==> src/rtl/eda_push_serializer.sv <==
// eda_push_serializer
//
// Consumer side of the neighbour-push interface. Captures the 8-bit
// neighbour mask from the window comparator. Drains it into the
// pixel-address FIFO one linear address per cycle, lowest mask bit first.
// Returns the set of already-captured positions so the comparator can mask
// them out.
//
// Optional feature macro: EDA_PUSH_BOUNDS_CHECK_EN
//   When defined, neighbours outside the image are dropped at capture and
//   reported on bound_err.
//   When undefined, the mask is trusted, bound_err is absent, and addresses
//   wrap modulo 2^ADDR_WIDTH.
//
// Ports:
//   clk, reset     - clock, synchronous active-high reset
//   new_pixel      - start of a new centre pixel (top priority)
//   center_row/col - centre pixel coordinates, latched when capture starts
//   push_positions - neighbour mask, window order 0,1,2,3,5,6,7,8
//   fifo_full      - FIFO back-pressure
//   fifo_push      - FIFO write strobe
//   fifo_data      - neighbour linear address row*N+col
//   iterated_idx   - positions captured for the current pixel
//   busy           - draining
//   done           - pulse after the last pending address is pushed
//   bound_err      - (macro only) pulse when out-of-image bits are dropped
//   overrun        - pulse when new_pixel discards pending work
module eda_push_serializer #(
  parameter int M          = 16,
  parameter int N          = 16,
  parameter int ADDR_WIDTH = $clog2(M*N),
  parameter int ROW_WIDTH  = $clog2(M),
  parameter int COL_WIDTH  = $clog2(N)
) (
  input  logic                  clk,
  input  logic                  reset,
  input  logic                  new_pixel,
  input  logic [ROW_WIDTH-1:0]  center_row,
  input  logic [COL_WIDTH-1:0]  center_col,
  input  logic [7:0]            push_positions,
  input  logic                  fifo_full,
  output logic                  fifo_push,
  output logic [ADDR_WIDTH-1:0] fifo_data,
  output logic [7:0]            iterated_idx,
  output logic                  busy,
  output logic                  done,
`ifdef EDA_PUSH_BOUNDS_CHECK_EN
  output logic                  bound_err,
`endif
  output logic                  overrun
);

  typedef enum logic {IDLE, DRAIN} state_e;

  state_e               state_q, state_d;
  logic [7:0]           pending_q, pending_d;
  logic [7:0]           iter_idx_q, iter_idx_d;
  logic [ROW_WIDTH-1:0] crow_q, crow_d;
  logic [COL_WIDTH-1:0] ccol_q, ccol_d;
  logic                 done_q, done_d;
  logic                 overrun_q, overrun_d;
`ifdef EDA_PUSH_BOUNDS_CHECK_EN
  logic                 bound_err_q, bound_err_d;
  logic [7:0]           oob;
`endif

  logic [7:0]            new_bits;
  logic [7:0]            keep_bits;
  logic [7:0]            pend_left;
  logic [2:0]            sel_idx;
  logic [7:0]            sel_oh;
  logic [ADDR_WIDTH-1:0] base_addr;

  // Linear offset of each mask bit from the centre pixel. The bits skip
  // window position 4, which is the centre itself.
  function automatic logic [ADDR_WIDTH-1:0] nbr_off(input logic [2:0] b);
    int off;
    case (b)
      3'd0:    off = -N - 1;
      3'd1:    off = -N;
      3'd2:    off = -N + 1;
      3'd3:    off = -1;
      3'd4:    off = 1;
      3'd5:    off = N - 1;
      3'd6:    off = N;
      default: off = N + 1;
    endcase
    return ADDR_WIDTH'(off);
  endfunction

  // Lowest set pending bit. Scanning from 7 down leaves the lowest bit as
  // the last assignment.
  always_comb begin
    sel_idx = 3'd0;
    for (int i = 7; i >= 0; i--) begin
      if (pending_q[i]) sel_idx = 3'(i);
    end
    sel_oh = 8'b1 << sel_idx;
  end

  assign base_addr = ADDR_WIDTH'(crow_q) * ADDR_WIDTH'(N) + ADDR_WIDTH'(ccol_q);

  // Outputs depend only on registers and fifo_full. fifo_data is zeroed
  // outside DRAIN so it does not show a stale neighbour address.
  assign fifo_push    = (state_q == DRAIN) && !fifo_full;
  assign fifo_data    = (state_q == DRAIN) ? base_addr + nbr_off(sel_idx) : '0;
  assign iterated_idx = iter_idx_q;
  assign busy         = (state_q == DRAIN);
  assign done         = done_q;
  assign overrun      = overrun_q;
`ifdef EDA_PUSH_BOUNDS_CHECK_EN
  assign bound_err    = bound_err_q;

  // Neighbours that fall outside the image, judged from the incoming centre.
  always_comb begin
    logic top, bot, lft, rgt;
    top    = (center_row == '0);
    bot    = (center_row == ROW_WIDTH'(M - 1));
    lft    = (center_col == '0);
    rgt    = (center_col == COL_WIDTH'(N - 1));
    oob    = {bot | rgt, bot, bot | lft, rgt, lft, top | rgt, top, top | lft};
  end
`endif

  always_comb begin
    // NOTE: every signal gets a default first, so no path through this block
    // leaves a value unassigned and no latch is inferred.
    state_d    = state_q;
    pending_d  = pending_q;
    iter_idx_d = iter_idx_q;
    crow_d     = crow_q;
    ccol_d     = ccol_q;
    done_d     = 1'b0;
    overrun_d  = 1'b0;
`ifdef EDA_PUSH_BOUNDS_CHECK_EN
    bound_err_d = 1'b0;
`endif

    new_bits  = push_positions & ~iter_idx_q;
`ifdef EDA_PUSH_BOUNDS_CHECK_EN
    keep_bits = new_bits & ~oob;
`else
    keep_bits = new_bits;
`endif
    pend_left = fifo_push ? (pending_q & ~sel_oh) : pending_q;

    if (new_pixel) begin
      // Abandons the current pixel. A push driven this cycle still happens.
      state_d    = IDLE;
      pending_d  = '0;
      iter_idx_d = '0;
      overrun_d  = |pending_q;
    end else begin
      // Captured bits merge after the pushed bit has been removed.
      pending_d  = pend_left | keep_bits;
      iter_idx_d = iter_idx_q | new_bits;
`ifdef EDA_PUSH_BOUNDS_CHECK_EN
      bound_err_d = |(new_bits & ~keep_bits);
`endif
      if (state_q == IDLE) begin
        if (|keep_bits) begin
          state_d = DRAIN;
          crow_d  = center_row;
          ccol_d  = center_col;
        end
      end else if (pending_d == '0) begin
        state_d = IDLE;
        done_d  = 1'b1;
      end
    end
  end

  // NOTE: sequential state uses non-blocking assignments only. All flops
  // then update together at the edge, whatever the order of the statements.
  always_ff @(posedge clk) begin
    if (reset) begin
      state_q    <= IDLE;
      pending_q  <= '0;
      iter_idx_q <= '0;
      crow_q     <= '0;
      ccol_q     <= '0;
      done_q     <= 1'b0;
      overrun_q  <= 1'b0;
`ifdef EDA_PUSH_BOUNDS_CHECK_EN
      bound_err_q <= 1'b0;
`endif
    end else begin
      state_q    <= state_d;
      pending_q  <= pending_d;
      iter_idx_q <= iter_idx_d;
      crow_q     <= crow_d;
      ccol_q     <= ccol_d;
      done_q     <= done_d;
      overrun_q  <= overrun_d;
`ifdef EDA_PUSH_BOUNDS_CHECK_EN
      bound_err_q <= bound_err_d;
`endif
    end
  end

endmodule
==> config.mk <==
export PLATFORM = sky130hd
export DESIGN_NAME = eda_push_serializer
export DESIGN_NICKNAME = d
export VERILOG_FILES = /design/src/rtl/eda_push_serializer.sv
export SDC_FILE = /design/constraint.sdc
export NUM_CORES = 1
export LEC_CHECK = 0
export CORE_MARGIN = 8
export CORE_UTILIZATION = 65
export DETAILED_ROUTE_END_ITERATION = 10
export DONT_BUFFER_PORTS = 1
export GPL_ROUTABILITY_DRIVEN = 1
export PLACE_DENSITY = 0.83
export RECOVER_POWER = 50
export SYNTH_ARGS = -nofsm -noshare
export SYNTH_HDL_FRONTEND = slang
export SYNTH_SLANG_ARGS = --single-unit
==> constraint.sdc <==
create_clock -name clk -period 8.4 [get_ports clk]
set_input_delay 1.68 -clock clk [delete_from_list [all_inputs] [get_ports clk]]
set_output_delay 1.68 -clock clk [all_outputs]
set_load 0.02 [all_outputs]
==> reports/summary.txt, run 1 <==
Status -> finished, final reports clean
Placed cell count -> 200
Max_cap viols -> 0
Mapped Cells -> 178
N_diodes -> 0
Switching share of power -> 0.3482
Cell Rows -> 17
Clock buffers created by TritonCTS -> 3
CTS Root Cell -> clkbuf_4
Largest net degree at the start of global routing -> 17
DRC -> 0
Global route overflow -> 0
Synth Net Count -> 206
CP Launch Point -> pending_q[2]
Crit Path Class -> reg2out
Synth warnings -> 0
Clk slew on worst S/H paths -> 0.15 ns
Die Outline Area -> 4083 sq um
Final Non-Filler Cells -> 204
Area grow syn2layout -> 2.265%
Boundary Pins -> 40
Post-synthesis average cell area -> 8.379 sq um
F_max -> 0.1912 GHz
Routed wire per std cell -> 15.97 um
Top-area cell type share of the netlist area -> 0.3624
Initial Utilization -> 0.6808
Post-CTS Resized -> 0
Unrepaired setup endpoints after global routing -> false
Most common cell on crit path -> a21oi_1
Core ar. -> 2191 sq um
Post-synthesis async set-or-reset flop share -> 0
Chip width -> 63.90 um
First-pass GRT wire length -> 5471 um
Post-synthesis instance area -> 1491 sq um
Setup_tns -> 0 ns
Clock Tree Buf Depth -> 2
Internal -> 0.1908 mW
GPL Wtd Cong -> 0.9594
Seq pwr share -> 0.499
Switch Pwr -> 0.1020 mW
CP max stage delay -> 0.48 ns
Static leakage -> 0.6444 nW
Post-synth EDFFs -> 0
CP Launch Type -> flip-flop
Post-synth top area cell -> dfxtp_1
WP data required -> 6.72 ns
Clock Skews -> 0.003682 ns
Commonest register cell after synthesis -> dfxtp_1
Comb power frac -> 0.296
Yosys cell types -> 42
Setup bufs post-CTS -> 0
GRT Resource Usage Total -> 0.1627
Critical path buffers and inverters -> 1
Die boundary height -> 63.90 um
Setup violators final -> 0
Ranking of synthesized cells by area -> dfxtp_1 (36%), nor2_1 (10%), ha_1 (5.9%)
1st-pass router iterations -> 4
# H-tree levels -> 1
ANT nets after route -> 0
FF+latch count, synth -> 27
Hold-fix buffers, CTS -> 0
Hold Path Class -> reg2reg
Commonest non-fill, non-tap cells in the layout -> nor2_1 (40), dfxtp_1 (27), nand2b_1 (11), nand2_1 (9)
Vias in the first global route -> 1191
Final WL -> 3257 um
Total number of vias -> 1230
Worst R2R Start -> busy
Final HPWL DP -> 2583 um
Endpoints failing hold -> 0
Clock sink count -> 27
Final Critical Period -> 5.231 ns
Final #Nets -> 205
Post-synthesis sequential area ratio -> 0.3624
Clock power frac -> 0.205
CTS tree -> yes
Clk Latency, worst-skew pair -> 0.34 ns
Final Max Tran Viols -> 0
Initial DRC Count -> 71
Fraction of layout cells with a size suffix above 1 -> 0.06818
Antenna violations before repair -> 0
Power density cells -> 192.0 nW/um^2
Worst VDD drop -> 0.0001304 V
Final Cycle Share -> 0.6228
Worst slew pin tran -> 1.043 ns
Relative slew slack -> 0.2998
CP top delay family -> compound AO/OA/AOI/OAI gates
Crit path max fanout -> 7
Critical path's slowest cell -> nor4_1
Crit. End Element -> output port
# port buffers -> 0
Crit-path cells -> nor4_1 -> and2b_4 -> inv_2 -> o32a_1 -> ha_1 -> fa_1 -> a21o_1 -> a21oi_1 -> o21bai_1 -> a21oi_1 -> xnor2_1 -> and2_1
Via/cell ratio -> 6.029
Arrival time worst endpoint -> 3.55 ns
Most common cell after layout, fill and taps aside -> nor2_1
Worst Hold Launch -> ccol_q[2]
## cell usage after synthesis, types with 2 or more instances
master / number
nand4_1: 5
xnor2_1: 7
inv_1: 5
and2_1: 8
mux2i_1: 8
o21ai_1: 5
nand3_1: 2
a21o_1: 2
ha_1: 7
clkbuf_1: 4
nor2_1: 40
dfxtp_1: 27
nor3_1: 2
o21ai_0: 3
nand2_1: 9
nand2b_1: 11
a21oi_1: 8
## kinds of logic (layout without fill, tap and decap cells)
kind of cell / after synthesis / in the layout / synth area share
muxes: 8 / 8 / 0.05369
AOI/OAI and AO/OA: 29 / 29 / 0.1300
and+or+nand+nor: 85 / 85 / 0.2911
buffers and inverters: 12 / 10 / 0.03607
xor gates and xnor gates: 8 / 8 / 0.04698
DFF: 27 / 27 / 0.3624
adders and majority gates: 9 / 9 / 0.07970
## registers in the layout (all words and copies together), names as in the netlist
register	cells
busy	1
ccol_q	4
crow_q	4
done	1
iterated_idx	8
overrun	1
pending_q	8
## metrics by stage
step	hold WS, ns	cell area (sq um)	power [mW]	utilization	worst slack, ns
final	0.5371	1525	0.2928	0.6962	3.169
after global routing	0.5632	1525	0.3103	0.6962	2.902
after CTS	0.5443	1525	0.2954	0.6962	3.144
after detailed placement	0.5104	1495	0.2353	0.6825	3.569
after global placement	0.4873	1495	0.2312	0.6825	3.675
after floorplan	0.4703	1491	0.2216	-	3.845
## cell type report
class / count / area (sq um)
clock buffers: 3 / 22.52
clock inverters: 1 / 7.507
fillers: 184 / 665.6
inverters: 6 / 22.52
multi-input cells: 139 / 897.1
flip-flops and latches: 27 / 540.5
well taps: 28 / 35.03
## routing by layer
layer / wire [um] / global-route usage
met1: 1417 / 0.2092
met2: 1399 / 0.2409
met3: 388 / 0.05749
met4: 52 / 0.06685
met5: 0 / 0
## tightest hold or removal path: stages, from the launching register on
cell     delay, ns
dfxtp_1       0.36
mux2i_1       0.07
nor2_1        0.08
## power by group through the flow
stage	sequential (mW)	combinational, mW	clock (mW)
after floorplan	0.146	0.0759	0
after global placement	0.149	0.0826	0
after detailed placement	0.149	0.0863	0
after CTS	0.146	0.0867	0.0625
after global routing	0.147	0.0965	0.0664
final	0.146	0.0867	0.0599
## worst paths after layout
check	end	slack, ns	cells after the start
max reg2reg	busy	6.12	7
max	fifo_data[6]	3.17	12
min reg2reg	ccol_q[2]	0.54	2
min	ccol_q[2]	0.54	2
No activity file was read; power rests on OpenSTA's default activity.
==> run 2, diff against run 1 <==
ABC_AREA = 1   (was default)
CORE_UTILIZATION = 62   (was 65)
PLACE_DENSITY = 0.8   (was 0.83)
clock period = 5.1 ns   (was 8.4 ns; I/O delays follow)
==> run 2 against run 1 <==
  * Via count grew 14%
  * Clock skew grew 0.0049 ns
  * Hold slack got worse by 0.020 ns
  * Non-clock buffer count unchanged
  * Cell count grew 28%
  * Synthesized cell count increased by 28%
  * Critical endpoint unchanged
==> reports/summary.txt, run 2 <==
Top-area cell type share of the netlist area -> 0.3556 (-0.006861)
Area grow syn2layout -> 2.304% (about the same)
Fraction of layout cells with a size suffix above 1 -> 0.03463 (-0.03355)
Post-synth top area cell -> dfxtp_1
Setup bufs post-CTS -> 0 (unchanged)
Unrepaired setup endpoints after global routing -> false
Hold-fix buffers, CTS -> 0 (unchanged)
Static leakage -> 0.7852 nW (+22%)
Synth Net Count -> 256 (+24%)
Final Max Tran Viols -> 0 (unchanged)
Power density cells -> 305.8 nW/um^2 (+59%)
Commonest register cell after synthesis -> dfxtp_1
Final #Nets -> 260 (+27%)
Yosys cell types -> 25 (-40%)
Arrival time worst endpoint -> 3.18 ns (-0.37 ns)
Final Cycle Share -> 0.8243
Synth cell count leaders -> nor2_1 (56), nand2_1 (39), inv_1 (38), dfxtp_1 (27), o21ai_0 (17)
Final WL -> 3442 um (+5.7%)
Most common cell after layout, fill and taps aside -> nor2_1
Clock sink count -> 27 (unchanged)
Via/cell ratio -> 5.379 (-11%)
Crit. End Element -> output port
Routed wire per std cell -> 13.19 um (-17%)
Worst slew pin tran -> 0.6242 ns (-0.4191 ns)
Critical path buffers and inverters -> 3 (+2)
Critical path's slowest cell -> fa_1
Post-synth EDFFs -> 0 (unchanged)
Crit Path Class -> reg2out
Post-synthesis instance area -> 1520 sq um (+1.9%)
Boundary Pins -> 40 (unchanged)
Total Power -> 0.4756 mW (+62%)
Post-CTS Resized -> 0 (unchanged)
Die Outline Area -> 4292 sq um (+5.1%)
Endpoints failing hold -> 0 (unchanged)
CTS Root Cell -> clkbuf_4
Clock Skews -> 0.008568 ns (+0.004886 ns)
Hold Path Class -> reg2reg
Setup slack at placement -> 1.280 ns (-2.289 ns)
Synth warnings -> 0 (unchanged)
Post-synthesis average cell area -> 6.668 sq um (-20%)
CTS tree -> yes
Vias in the first global route -> 1238 (+3.9%)
Post-synthesis async set-or-reset flop share -> 0 (unchanged)
Most common cell on crit path -> nand2_1
GRT Resource Usage Total -> 0.1583 (-0.004423)
WP data required -> 4.08 ns (-2.64 ns)
Commonest non-fill, non-tap cells in the layout -> nor2_1 (59), inv_1 (40), nand2_1 (39), dfxtp_1 (27), o21ai_0 (17)
Setup_tns -> 0 ns (unchanged)
CP top delay family -> simple AND/OR/NAND/NOR gates
Final Critical Period -> 4.204 ns
Post-synthesis sequential area ratio -> 0.3556 (-0.006861)
Max_cap viols -> 0 (unchanged)
Crit path max fanout -> 3 (-4)
Clock buffers created by TritonCTS -> 3 (unchanged)
Initial DRC Count -> 79 (+11%)
DRC -> 0 (unchanged)
Final HPWL DP -> 2766 um (+7.1%)
Crit-path cells -> inv_1 -> nand2_1 -> nand2_1 -> nand2_1 -> nand2_1 -> nand2_1 -> nand2_1 -> nand2_1 -> nor2_1 -> nand2_1 -> nand2_1 -> inv_1 -> ha_1 -> fa_1 -> nand2_1 -> inv_1 -> o21ai_0 -> nand2_1 -> nand2_1 -> nand2_1 -> a21oi_1 -> xor2_1 -> nor2_1
First-pass GRT wire length -> 5520 um (+0.90%)
FF+latch count, synth -> 27 (unchanged)
Clk Latency, worst-skew pair -> 0.33 ns (about the same)
F_max -> 0.2379 GHz
Ranking of synthesized cells by area -> dfxtp_1 (36%), nor2_1 (14%), nand2_1 (9.6%)
Mapped Cells -> 228 (+28%)
GPL Wtd Cong -> 0.9386 (-2.2%)
Clk slew on worst S/H paths -> 0.14 ns (about the same)
Status -> finished, final reports clean
N_diodes -> 0 (unchanged)
Setup violators final -> 0 (unchanged)
Total number of vias -> 1404 (+14%)
Worst VDD drop -> 0.0002996 V (+130%)
# H-tree levels -> 1 (unchanged)
Antenna violations before repair -> 0 (unchanged)
1st-pass router iterations -> 4 (unchanged)
Final worst slack -> 0.8961 ns (-2.273 ns)
# port buffers -> 0 (unchanged)
Clock Tree Buf Depth -> 2 (unchanged)
Relative slew slack -> 0.5823 (+0.2825)
Cell Rows -> 18 (+1)
CP Launch Type -> flip-flop
Largest net degree at the start of global routing -> 17 (unchanged)
Initial Utilization -> 0.6308 (-0.04991)
Chip width -> 65.52 um (+2.5%)
Core ar. -> 2410 sq um (+10%)
Die boundary height -> 65.52 um (+2.5%)
ANT nets after route -> 0 (unchanged)
CP max stage delay -> 0.39 ns (-0.09 ns)
Post-layout util -> 0.6454 (-0.05079)
Global route overflow -> 0 (unchanged)
Most frequent cell after synthesis -> nor2_1
[run 2: path summary, 6_finish.rpt]
path | cells after the start | to | slack [ns] | from
min | 2 | ccol_q[2] | 0.52 | ccol_q[2]
max reg2reg | 11 | busy | 2.55 | busy
min reg2reg | 2 | ccol_q[2] | 0.52 | ccol_q[2]
max | 23 | fifo_data[6] | 0.90 | pending_q[6]
[run 2: metal layers]
layer / GRT usage / share of wire
met1: 0.1948 / 0.42
met2: 0.2595 / 0.47
met3: 0.04082 / 0.098
met4: 0.05722 / 0.015
met5: 0 / 0
[run 2: cells by family after synthesis]
logic type	synth area share
XOR/XNOR	0.01729
flip-flops	0.3556
adder cells (fa/ha/maj)	0.07078
AND/OR/NAND/NOR	0.3226
buffers and inverters	0.1037
AO/OA/AOI/OAI	0.1300
[run 2: worst min-delay path, cell delays in order (launching register included)]
cell and delay, ns:
dfxtp_1 0.35, nor2_1 0.10, nor2_1 0.05
[run 2: power by group]
group | switching [mW] | total (mW) | internal, mW
registers | 0.0177 | 0.242 | 0.224
logic | 0.0957 | 0.142 | 0.0468
clock network | 0.0620 | 0.0914 | 0.0294
total | 0.175 | 0.476 | 0.300
[run 2: metrics by stage]
step	area [sq um]	hold WS [ns]	cells
after floorplan	1520	0.4618	228
after global placement	1554	0.4886	257
after detailed placement	1554	0.4988	257
after CTS	1582	0.5173	261
after global routing	1555	0.5400	261
final	1555	0.5170	261
[run 2: cell type report]
cell class,instances,area (sq um)
Sequential cell,27,540.5
Clock buffer,3,22.52
Tap cell,30,37.54
Multi-Input combinational cell,159,795.8
Clock inverter,1,5.005
Inverter,41,153.9
Fill cell,213,854.6
==> run 3, diff against run 2 <==
ABC_AREA = 0   (was 1)
clock period = 4.25 ns   (was 5.1 ns; I/O delays follow)
==> run 3 against run 2 <==
  * Hold slack better by 0.013 ns
  * Largest cell class unchanged
  * Setup slack lost 0.79 ns
  * Routed wire length shrank 1.1%
  * Global-route usage decreased by 0.21 points
  * Cell count down 21%
  * Non-clock buffer count grew 3
  * Cell area rose by 1.3%
  * Die area is 1.4% lower
==> reports/summary.txt, run 3 (synthesized netlist as in run 1, its figures left out) <==
Worst VDD drop -> 0.0003073 V (+2.6%)
Arrival time worst endpoint -> 3.30 ns (+0.12 ns)
Global route overflow -> 0 (unchanged)
Die Outline Area -> 4231 sq um (-1.4%)
Setup_tns -> 0 ns (unchanged)
Clk Latency, worst-skew pair -> 0.33 ns (about the same)
Relative slew slack -> 0.3177 (-0.2646)
Max_cap viols -> 0 (unchanged)
N_diodes -> 0 (unchanged)
Initial Utilization -> 0.6615 (+0.03065)
Number of fillers in the final layout -> 174 (-18%)
Static leakage -> 0.6710 nW (-15%)
Clk slew on worst S/H paths -> 0.15 ns (about the same)
CP max stage delay -> 0.41 ns (+0.02 ns)
Crit. End Element -> output port
CP Launch Type -> flip-flop
Clock Skews -> 0.007525 ns (-0.001043 ns)
Initial DRC Count -> 68 (-14%)
RR Endpoint -> busy
Crit path max fanout -> 9 (+6)
CP top delay family -> compound AO/OA/AOI/OAI gates
Critical path's slowest cell -> dfxtp_4
GRT Resource Usage Total -> 0.1562 (-0.002095)
Worst Hold Launch -> ccol_q[3]
Endpoints failing hold -> 0 (unchanged)
Final HPWL DP -> 2586 um (-6.5%)
Final Max Tran Viols -> 0 (unchanged)
Worst Hold End -> ccol_q[3]
Crit Path Class -> reg2out
Antenna violations before repair -> 0 (unchanged)
Final Critical Period -> 4.147 ns
Chip width -> 65.05 um (-0.72%)
CTS Root Cell -> clkbuf_4
Via/cell ratio -> 5.918 (+10%)
Setup violators final -> 0 (unchanged)
Reg area -> 548.0 sq um (+1.4%)
Multi-input gate area -> 917.1 sq um (+15%)
Worst R2R Setup Slack -> 1.87 ns (-0.68 ns)
ANT nets after route -> 0 (unchanged)
Boundary Pins -> 40 (unchanged)
Worst R2R Start -> busy
Worst slew pin tran -> 1.017 ns (+0.3923 ns)
Vias in the first global route -> 1220 (-1.5%)
Post-layout util -> 0.6987 (+0.05329)
Clock buffers created by TritonCTS -> 3 (unchanged)
Most common cell after layout, fill and taps aside -> nor2_1
# H-tree levels -> 1 (unchanged)
Commonest non-fill, non-tap cells in the layout -> nor2_1 (40), dfxtp_1 (23), nand2b_1 (11), nand2_1 (9), mux2i_1 (8)
# port buffers -> 0 (unchanged)
First-pass GRT wire length -> 5354 um (-3.0%)
Cell Rows -> 17 (-1)
Hold Path Class -> reg2reg
DRC -> 0 (unchanged)
Routed wire per std cell -> 16.44 um (+25%)
1st-pass router iterations -> 4 (unchanged)
Reg2Reg Depth -> 6 (-5)
Final #Nets -> 208 (-20%)
Final WL -> 3404 um (-1.1%)
Power density cells -> 375.2 nW/um^2 (+23%)
Clock Tree Buf Depth -> 2 (unchanged)
Most common cell on crit path -> a21oi_2
WP data required -> 3.40 ns (-0.68 ns)
Clock sink count -> 27 (unchanged)
Critical path buffers and inverters -> 1 (-2)
Fraction of layout cells with a size suffix above 1 -> 0.1341 (+0.09945)
Core ar. -> 2255 sq um (-6.4%)
F_max -> 0.2412 GHz
Total number of vias -> 1225 (-13%)
Hold Path Stages -> 2 (unchanged)
Crit-path cells -> nor4_4 -> and2b_4 -> inv_2 -> o32a_1 -> ha_1 -> fa_1 -> a21o_1 -> a21oi_2 -> o21bai_1 -> a21oi_2 -> xnor2_1 -> and2_2
Final Cycle Share -> 0.9757
WP depth -> 12 (-48%)
Status -> finished, final reports clean
Largest net degree at the start of global routing -> 17 (unchanged)
GPL Wtd Cong -> 0.8839 (-5.8%)
CTS tree -> yes
Die boundary height -> 65.05 um (-0.72%)
Area grow syn2layout -> 5.621%
==> run 3: cell types whose count changed in the layout (fill, tap and decap cells not counted), sizes merged, moves of 4 or more <==
cell,previous run,this run
and2,0,8
o21ai,17,8
nand2,39,9
xnor2,0,7
mux2i,0,8
inv,40,6
nor2,61,40
nand2b,0,11
a21oi,13,9
nand3,6,2
==> run 3: power breakdown <==
group,switching (mW),total [mW],internal [mW]
logic,0.104,0.186,0.0818
registers,0.0223,0.290,0.267
clock network,0.0791,0.115,0.0361
==> run 3: routing by layer <==
| layer | share of wire | GRT usage | routed length, um |
|---|---|---|---|
| met5 | 0 | 0 | 0 |
| met4 | 0.013 | 0.06812 | 43 |
| met3 | 0.10 | 0.04811 | 344 |
| met2 | 0.49 | 0.2584 | 1657 |
| met1 | 0.40 | 0.1816 | 1358 |
==> run 3: final cells by class <==
cell class,instances,share of cell area
Clock inverter,1,0.004766
Timing Repair Buffer,3,0.01430
Sequential cell,27,0.3479
Tap cell,28,0.02224
Clock buffer,3,0.01430
Inverter,6,0.01430
Multi-Input combinational cell,139,0.5822
==> run 3: how the worst max path moves through the flow <==
stage	start	endpoint	slack, ns
finish	pending_q[0]	fifo_data[6]	0.10
floorplan	pending_q[2]	fifo_data[6]	0.52
global placement	pending_q[2]	fifo_data[6]	0.34
CTS	pending_q[0]	fifo_data[7]	0.03
global route	pending_q[0]	fifo_data[6]	-0.06
detailed placement	pending_q[2]	fifo_data[6]	0.24
==> run 3: per-stage QoR <==
| step | power [mW] | area (sq um) | setup WS [ns] | cells | hold WS (ns) |
|---|---|---|---|---|---|
| 3_3_place_gp | 0.4580 | 1495 | 0.3446 | 200 | 0.4936 |
| 2_1_floorplan | 0.4381 | 1491 | 0.5248 | 178 | 0.4703 |
| 4_1_cts | 0.5802 | 1540 | 0.02814 | 204 | 0.5338 |
| 5_1_grt | 0.6249 | 1575 | -0.06310 | 207 | 0.5493 |
| 6_report | 0.5911 | 1575 | 0.1033 | 207 | 0.5300 |
| 3_5_place_dp | 0.4649 | 1495 | 0.2369 | 200 | 0.4988 |
==> run 3: worst min-delay path, cell delays in order (launching register included) <==
cell and delay [ns]:
dfxtp_1 0.36, mux2i_1 0.07, nor2_1 0.07
==> run 3: timing repair <==
item / in CTS / in global routing
pin swaps: 0 / 3
setup buffers: 0 / 3
resized for setup: 2 / 11
endpoints found under the setup margin: 1 / 2
hold buffers: 0 / 0
